==> src/rtl/ser_frame_rx.sv <==
// Framed serial receiver: start bit, DATA_W data bits LSB-first, optional even
// parity, stop bit. The good word is presented on q with a one-cycle q_valid strobe.
module ser_frame_rx #(
  parameter int DATA_W     = 8,
  parameter int BIT_CYCLES = 1,
  parameter int PARITY_EN  = 0
) (
  input  logic              clk,
  input  logic              reset_p,
  input  logic              rx_d,
  output logic [DATA_W-1:0] q,
  output logic              q_valid,
  output logic              frame_err,
  output logic              parity_err,
  output logic              busy
);

  localparam int CNT_W = (BIT_CYCLES > 1) ? $clog2(BIT_CYCLES) : 1;
  localparam int IDX_W = $clog2(DATA_W + 1);
  localparam logic [CNT_W-1:0] CNT_LAST = CNT_W'(BIT_CYCLES - 1);
  localparam logic [CNT_W-1:0] CNT_HALF = CNT_W'((BIT_CYCLES > 1) ? (BIT_CYCLES / 2 - 1) : 0);
  localparam logic [IDX_W-1:0] IDX_LAST = IDX_W'(DATA_W - 1);

  typedef enum logic [2:0] {
    S_IDLE    = 3'd0,
    S_START   = 3'd1,
    S_DATA    = 3'd2,
    S_PARITY  = 3'd3,
    S_STOP    = 3'd4,
    S_WAIT_HI = 3'd5
  } state_t;

  state_t             state_r;
  logic [CNT_W-1:0]   cnt_r;
  logic [IDX_W-1:0]   idx_r;
  logic [DATA_W-1:0]  shift_r;
  logic               par_bad_r;
  logic               tick_s;

  // Nonzero when the data bits and the received parity bit have odd total weight.
  function automatic logic even_parity_err(input logic [DATA_W-1:0] data, input logic par_bit);
    return ^{data, par_bit};
  endfunction

  // New bit enters at the MSB; after DATA_W bits the first one received sits at bit0.
  function automatic logic [DATA_W-1:0] shift_in(input logic [DATA_W-1:0] cur, input logic b);
    logic [DATA_W:0] ext;
    ext = {b, cur};
    return ext[DATA_W:1];
  endfunction

  // Mid-bit sample point: the bit-cycle counter has reached its last value.
  assign tick_s = (cnt_r == CNT_LAST);

  // Receive state machine with registered strobes and busy.
  always_ff @(posedge clk) begin
    if (reset_p) begin
      state_r    <= S_IDLE;
      cnt_r      <= '0;
      idx_r      <= '0;
      shift_r    <= '0;
      par_bad_r  <= 1'b0;
      q          <= '0;
      q_valid    <= 1'b0;
      frame_err  <= 1'b0;
      parity_err <= 1'b0;
      busy       <= 1'b0;
    end else begin
      q_valid    <= 1'b0;
      frame_err  <= 1'b0;
      parity_err <= 1'b0;
      case (state_r)
        S_IDLE: begin
          cnt_r <= '0;
          if (!rx_d) begin
            busy <= 1'b1;
            if (BIT_CYCLES == 1) begin
              state_r   <= S_DATA;
              idx_r     <= '0;
              par_bad_r <= 1'b0;
            end else begin
              state_r <= S_START;
            end
          end else begin
            busy <= 1'b0;
          end
        end
        S_START: begin
          if (cnt_r == CNT_HALF) begin
            cnt_r <= '0;
            if (rx_d) begin
              // Start bit did not survive to mid-bit: treat as a glitch.
              state_r <= S_IDLE;
              busy    <= 1'b0;
            end else begin
              state_r   <= S_DATA;
              idx_r     <= '0;
              par_bad_r <= 1'b0;
            end
          end else begin
            cnt_r <= cnt_r + CNT_W'(1);
          end
        end
        S_DATA: begin
          if (tick_s) begin
            cnt_r   <= '0;
            shift_r <= shift_in(shift_r, rx_d);
            idx_r   <= idx_r + IDX_W'(1);
            if (idx_r == IDX_LAST) begin
              state_r <= (PARITY_EN != 0) ? S_PARITY : S_STOP;
            end else begin
              state_r <= S_DATA;
            end
          end else begin
            cnt_r <= cnt_r + CNT_W'(1);
          end
        end
        S_PARITY: begin
          if (tick_s) begin
            cnt_r     <= '0;
            par_bad_r <= even_parity_err(shift_r, rx_d);
            state_r   <= S_STOP;
          end else begin
            cnt_r <= cnt_r + CNT_W'(1);
          end
        end
        S_STOP: begin
          if (tick_s) begin
            cnt_r <= '0;
            if (rx_d) begin
              state_r <= S_IDLE;
              busy    <= 1'b0;
              if (par_bad_r && (PARITY_EN != 0)) begin
                parity_err <= 1'b1;
              end else begin
                q       <= shift_r;
                q_valid <= 1'b1;
              end
            end else begin
              // Line held low through the stop bit: wait for it to return high.
              state_r    <= S_WAIT_HI;
              frame_err  <= 1'b1;
              parity_err <= par_bad_r && (PARITY_EN != 0);
            end
          end else begin
            cnt_r <= cnt_r + CNT_W'(1);
          end
        end
        S_WAIT_HI: begin
          cnt_r <= '0;
          if (rx_d) begin
            state_r <= S_IDLE;
            busy    <= 1'b0;
          end else begin
            state_r <= S_WAIT_HI;
          end
        end
        default: begin
          state_r <= S_IDLE;
          cnt_r   <= '0;
          busy    <= 1'b0;
        end
      endcase
    end
  end

endmodule

==> config.mk <==
export PLATFORM = sky130hd
export DESIGN_NAME = ser_frame_rx
export DESIGN_NICKNAME = d
export VERILOG_FILES = /design/src/rtl/ser_frame_rx.sv
export SDC_FILE = /design/constraint.sdc
export NUM_CORES = 1
export LEC_CHECK = 0
export CORE_MARGIN = 2
export CORE_UTILIZATION = 45
export DETAILED_ROUTE_END_ITERATION = 7
export PLACE_DENSITY = 0.69
export SLEW_MARGIN = 0
export SYNTH_ARGS = -nofsm -noshare
export SYNTH_HDL_FRONTEND = slang
export SYNTH_SLANG_ARGS = --single-unit
==> constraint.sdc <==
create_clock -name clk -period 3.15 [get_ports clk]
set_input_delay 0.63 -clock clk [delete_from_list [all_inputs] [get_ports clk]]
set_output_delay 0.63 -clock clk [all_outputs]
set_load 0.005 [all_outputs]
* Yosys cells after proc, flatten, opt, wreduce, memory -nomap -nowiden
Cells that the tools add are included.
** Storage, ports and cells
- Bits in registers :: 27
- Output and inout port bits :: 12
- Logic and storage cells :: 56
- Input bits :: 3
** Cells by class
- Bitwise logic cells :: 4
- Reduce and logical (&&, ||, !) cells :: 12
- Muxes and demuxes :: 18
- Eq/ne operators :: 12
- $add $sub $neg :: 2
** Operators by type and width (number)
- $mux 3 :: 7
- $pmux 3 s6 :: 1
- $mux 4 :: 3
- $ne 2x2->1 const B :: 6
- $pmux 4 s3 :: 1
- $eq 3x2->1 const B :: 2
- $eq 3x3->1 const B :: 2
- $reduce_and 3->1 :: 2
- $reduce_or 3->1 :: 2
- $reduce_and 5->1 :: 1
- $add 4x1->4 const B :: 1
- $eq 4x3->1 const B :: 1
- $mux 1 :: 4
- $not 1->1 :: 4
- $pmux 1 s4 :: 1
- $reduce_and 2->1 :: 2
- $reduce_or 2->1 :: 2
- $reduce_or 4->1 :: 1
- $eq 3x1->1 const B :: 1
- $logic_not 3->1 :: 1
- $reduce_bool 3->1 :: 1
- $mux 2 :: 1
- $add 1x1->1 const B :: 1

* Depth between registers and ports, before layout
Gate-level depths: netlist (run 1).
- Depth in word-level cells :: 4
- Depth in mapped cells :: 5
- Mapped depth without buffers :: 4

* Worst setup path after synthesis (run 1)
OpenSTA, ideal clock, no wires.
- Kind :: input to register
- Start :: input port rx_d
- End :: register idx_r[3]
- Stages on the path :: 4
- Setup time :: 70 ps
- Arrival :: 1399 ps
- Required time :: 3080 ps
- Path buffers :: 0
- Setup slack :: 1681 ps
- Cells stage by stage :: nor2_1 a22oi_2 or3_1 a21oi_1
** On the way
- Word-level cells in the longest chain between the ends :: 3
** Ends and longest elaborated chain
- from (decl) :: line 10 : input logic rx_d,
- $mux 4 (*)
- $mux 4
- $pmux 4 s3 (*)
- to (signal assigned) :: line 108 : idx_r <= idx_r + IDX_W'(1);
- to (decl) :: line 35 : logic [IDX_W-1:0] idx_r;
Mark *: on every way between the ends. The rest lies on a longest branch, timed or not. The select of a mux whose other input is x is not followed.
A chain may end at the register's enable or synchronous reset.

* Final worst setup path (run 1)
- Start :: register busy
- End :: output port busy
** RTL lines
- from (decl) :: line 15 : output logic busy
- from (signal assigned) :: line 67 : busy <= 1'b0;
- from (signal assigned) :: line 76 : busy <= 1'b1;
- from (signal assigned) :: line 85 : busy <= 1'b0;
No word-level cell between the ends.

==> results.json, run 1 <==
{
  "p_leak_nw": 0.426,
  "ir_drop_mv": 0.239,
  "yosys_warnings": 0,
  "die_h_um": 54.2,
  "critPathArrivalTime_ps": 1230,
  "fin_cells": 174,
  "synth_edf_count": 0,
  "io_pins": 15,
  "grt_setup_unrepaired": "false",
  "cts_resized": 0,
  "post_cts_buffers": 0,
  "synth_area_um2": 1130,
  "fin_setup_tns_ps": 0,
  "synth_seq_cells": 27,
  "critical-path-slowest-cell": "clkdlybuf4s50_1",
  "final_util": 0.536,
  "clk_pin_slew_worst_paths_ps": 140,
  "crit_cells": 1,
  "post-place-ws_ps": 962,
  "place_inst": 170,
  "critical_path.startpoint": "busy",
  "num_vias": 914,
  "htree_levels": 1,
  "dr_wl_met3_um": 56,
  "grt_remaining_overflow": 0,
  "reg2reg_depth": 5,
  "cts_max_path_buffers": 2,
  "period_share": 0.591,
  "clockRootBuffer": "clkbuf_4",
  "seq_area_frac_synth": 0.476,
  "antenna_found_initial": 0,
  "cts_buffers": 3,
  "synth_top_area_frac": 0.476,
  "path_class": "reg2out",
  "antenna_cells": 0,
  "gp_congestion": 0.796,
  "ys_types": 32,
  "worst_path_largest_cell_delay_ps": 530,
  "post-route-min-period_ps": 1860,
  "dr.pass1.iters": 4,
  "avgRoutedWirePerCell_um": 11.6,
  "nNetsFinal": 149,
  "cts.sink_count": 27,
  "r2r-end": "q[2]",
  "cts_tree": "yes",
  "synth_commonest_cells": "dfxtp_1 (27), nand2_1 (25), a21oi_1 (19)",
  "hold_viol": 0,
  "area_delta_synth_final_pct": 14.9,
  "clock_skew_ps": 2.68,
  "fp.dieW_um": 54.2,
  "grt_use_total": 0.158,
  "die_area_um2": 2940,
  "critical_path.top_delay_family": "buffers and inverters",
  "met2_wirelength_um": 1000,
  "drv_cap": 0,
  "cp.buffers_inverters": 1,
  "p_per_area_nw_per_um2": 424,
  "numPortBuffers": 13,
  "synth.area.top_cells": "dfxtp_1 (48%), a21oi_1 (8.4%), nand2_1 (8.3%)",
  "grt_max_degree": 25,
  "path_cells": "clkdlybuf4s50_1",
  "synth_ff_type": "dfxtp_1",
  "status": "completed",
  "start_util": 0.467,
  "dp_hpwl_um": 1390,
  "num_rows": 18,
  "viasPerCell": 5.25,
  "insertion_delay_ps": 310,
  "synthCells": 132,
  "drc": 0,
  "drtIter0Drc": 13,
  "holdCritPathClass": "reg2reg",
  "synth.avg_cell_area_um2": 8.60,
  "maxSlewViolCount": 0,
  "top_layer_used": "met4",
  "start_kind": "flop",
  "setup_viol": 0,
  "wirelength_um": 2010,
  "ant_nets": 0,
  "critPathCapture": "busy",
  "ctsHoldBuffers": 0,
  "drive_above_1_share": 0.0764,
  "wirelength_met1_um": 938,
  "setup_ws_ps": 1290,
  "async_flop_share": 0,
  "crit_fanout": 4,
  "core_um2": 2430,
  "rrSetupSlack_ps": 1580,
  "yosysMostFrequentCell": "dfxtp_1",
  "cp.required_ps": 2520,
  "synth_top_cell_by_area": "dfxtp_1",
  "end_kind": "output pin",
  "worstReg2RegStart": "state_r[2]",
  "fin_total_pwr_uw": 553,
  "max_freq_ghz": 0.537,
  "grt_pass1_wl_um": 3370,
  "grt_pass1_vias": 824
}
-- layout make-up --
| cell class | instances | area (µm²) |
|---|---|---|
| tap | 30 | 37.5 |
| clock inverter | 1 | 5.00 |
| multi-input combinational | 94 | 534 |
| clock buffer | 3 | 22.5 |
| fill | 239 | 1130 |
| timing repair buffer | 16 | 153 |
| inverter | 3 | 11.3 |
| sequential | 27 | 541 |
-- power breakdown --
group | switching [mW] | total (mW) | internal (mW)
Sequential | 0.0121 | 0.361 | 0.348
Combinational | 0.0270 | 0.0480 | 0.0210
Clock | 0.0968 | 0.144 | 0.0475
-- flip-flops by register name, indices dropped and copies added, names as in the netlist --
register,flops
cnt_r,1
q,8
state_r,3
busy,1
frame_err,1
idx_r,4
q_valid,1
shift_r,8
-- per-layer routing --
metal	vias to the layer above	global-route usage
met4	0	0.0750
met3	2	0.0328
met1	423	0.193
met2	12	0.265
li1	477	-
met5	-	0
-- metrics by stage --
step / cell area (µm²) / hold WS, ps
floorplan: 1140 / 437
global placement: 1280 / 444
detailed placement: 1280 / 447
CTS: 1300 / 466
global route: 1300 / 484
finish: 1300 / 464
-- logic make-up (layout without fill, tap and decap cells) --
group / count (synthesis) / after routing / share of synthesized area
flip-flops: 27 / 27 / 0.476
AND/OR/NAND/NOR: 54 / 54 / 0.250
multiplexers: 2 / 2 / 0.0176
buffers and inverters: 12 / 23 / 0.0562
other: 1 / 2 / 0.00330
AO/OA/AOI/OAI: 34 / 34 / 0.178
XOR/XNOR: 1 / 1 / 0.00772
adder cells (fa/ha/maj): 1 / 1 / 0.0110
-- worst min path at each step --
stage                     startpoint  slack (ps)          to  depth (start not counted)
after global routing            q[0]         480        q[0]                          2
after floorplan           shift_r[0]         440  shift_r[0]                          2
after CTS                       q[0]         470        q[0]                          2
after global placement          q[0]         440        q[0]                          2
after detailed placement        q[0]         450        q[0]                          2
final                           q[1]         460        q[1]                          2
-- cells in the final DEF (no fill, tap or decap), drive strengths merged --
cell / Yosys / routed
a211oi: 1 / 1
a21o: 1 / 1
a21oi: 19 / 19
a221oi: 1 / 1
a22oi: 1 / 1
a2bb2oi: 1 / 1
a31oi: 2 / 2
buf: 6 / 3
clkbuf: 3 / 3
clkdlybuf4s50: 0 / 13
clkinv: 0 / 1
conb: 1 / 2
dfxtp: 27 / 27
ha: 1 / 1
inv: 3 / 3
mux2i: 2 / 2
nand2: 25 / 25
nand3: 9 / 9
nand3b: 1 / 1
nor2: 7 / 7
nor2b: 2 / 2
nor3: 1 / 1
nor3b: 2 / 2
nor4b: 3 / 3
o21ai: 7 / 7
o31ai: 1 / 1
or3: 2 / 2
or3b: 1 / 1
or4b: 1 / 1
xor2: 1 / 1
No activity file was read; power rests on OpenSTA's default activity.
==> run 2, diff against run 1 <==
- PLACE_DENSITY: 0.69 -> 0.72
- clock period: 3.15 -> 1.6 ns (I/O delays scaled with it)
==> run 2 against run 1 <==
Cell area increased by 2.4%; sequential power increased by 95%; total power increased by 99%; combinational power increased by 120%; clock power increased by 100%; via count increased by 3.6%; critical endpoint unchanged.
==> results.json, run 2 (synthesis results as in run 1) <==
{
  "grt_pass1_wl_um": 3550,
  "critical-path-slowest-cell": "clkdlybuf4s50_1",
  "dr.pass1.iters": 5,
  "numPortBuffers": 13,
  "insertion_delay_ps": 330,
  "clk_pin_slew_worst_paths_ps": 150,
  "layout_common_cells": "dfxtp_1 (26), nand2_1 (25), a21oi_1 (19), clkdlybuf4s50_1 (13), nand3_1 (9)",
  "cts_buffers": 3,
  "fin_setup_tns_ps": 0,
  "path_cells": "clkdlybuf4s50_1",
  "drive_above_1_share": 0.108,
  "drv_cap": 0,
  "worstReg2RegStart": "state_r[2]",
  "fp.dieW_um": 54.2,
  "drc": 0,
  "cts_tree": "yes",
  "status": "completed",
  "post-route-min-period_ps": 1530,
  "wirelength_um": 2080,
  "antenna_cells": 0,
  "start_util": 0.467,
  "num_vias": 947,
  "ctsHoldBuffers": 0,
  "grt_setup_unrepaired": "false",
  "antenna_found_initial": 0,
  "die_h_um": 54.2,
  "viasPerCell": 5.32,
  "ant_nets": 0,
  "setup_viol": 0,
  "cp.buffers_inverters": 1,
  "fin_area_um2": 1340,
  "r2r-end": "q[6]",
  "period_share": 0.956,
  "critical_path.top_delay_family": "buffers and inverters",
  "grt_remaining_overflow": 0,
  "start_kind": "flop",
  "critPathArrivalTime_ps": 1210,
  "largestRegisters": "q (8), shift_r (8), idx_r (4)",
  "dp_hpwl_um": 1510,
  "nNetsFinal": 153,
  "die_area_um2": 2940,
  "holdPathEnd": "shift_r[4]",
  "ir_drop_mv": 0.578,
  "worst_path_largest_cell_delay_ps": 500,
  "path_class": "reg2out",
  "p_leak_nw": 0.446,
  "min_from": "shift_r[5]",
  "maxSlewViolCount": 0,
  "clockRootBuffer": "clkbuf_4",
  "io_pins": 15,
  "min_path_cells": 2,
  "hold_viol": 0,
  "final_util": 0.549,
  "rrSetupSlack_ps": 110,
  "holdCritPathClass": "reg2reg",
  "area_delta_synth_final_pct": 17.6,
  "post_cts_buffers": 0,
  "core_um2": 2430,
  "drtIter0Drc": 22,
  "clock_skew_ps": 16.8,
  "end_kind": "output pin",
  "cts_max_path_buffers": 2,
  "p_per_area_nw_per_um2": 825,
  "fin_total_pwr_mw": 1.10,
  "place_area_um2": 1310,
  "cts.sink_count": 27,
  "gp_congestion": 0.775,
  "grt_max_degree": 16,
  "crit_fanout": 4,
  "cts_resized": 0,
  "cp.required_ps": 1280,
  "final_common_cell": "dfxtp_1",
  "grt_pass1_vias": 836,
  "htree_levels": 1,
  "num_rows": 18,
  "avgRoutedWirePerCell_um": 11.7,
  "grt_use_total": 0.165,
  "reg2reg_depth": 5,
  "max_freq_ghz": 0.654
}
## run 2: worst max-delay path by stage
stage | start | to | slack [ps] | cells past startpoint
finish | busy | busy | 70 | 1
global route | busy | busy | 4 | 1
CTS | busy | busy | 10 | 1
detailed placement | rx_d | idx_r[3] | -40 | 5
global placement | rx_d | idx_r[3] | -3 | 5
floorplan | idx_r[0] | state_r[2] | 350 | 4
## run 2: power by group
| part | internal [mW] | switching, mW |
|---|---|---|
| Combinational | 0.0475 | 0.0593 |
| Clock | 0.0937 | 0.197 |
| Sequential | 0.687 | 0.0180 |
## run 2: metrics by stage
stage / hold slack, ps / instances / setup WS [ps]
global placement: 442 / 174 / -2.77
finish: 458 / 178 / 69.9
detailed placement: 449 / 174 / -41.5
CTS: 466 / 178 / 10.1
global route: 474 / 178 / 4.34
floorplan: 397 / 133 / 352
## run 2: area by class of cell
type / instances / area [µm²]
Inverter: 3 / 11.3
Fill cell: 226 / 1100
Clock inverter: 1 / 5.00
Multi-Input combinational cell: 94 / 534
Sequential cell: 27 / 542
Tap cell: 30 / 37.5
Clock buffer: 3 / 22.5
Timing Repair Buffer: 20 / 183
## run 2: metal layers
metal  global-route usage  vias up  routed length (µm)
met5                    0        -                   0
met4               0.0250        0                  10
met3               0.0492        2                  92
met2                0.283       20                1000
met1                0.207      439                 970
li1                     -      486                   -
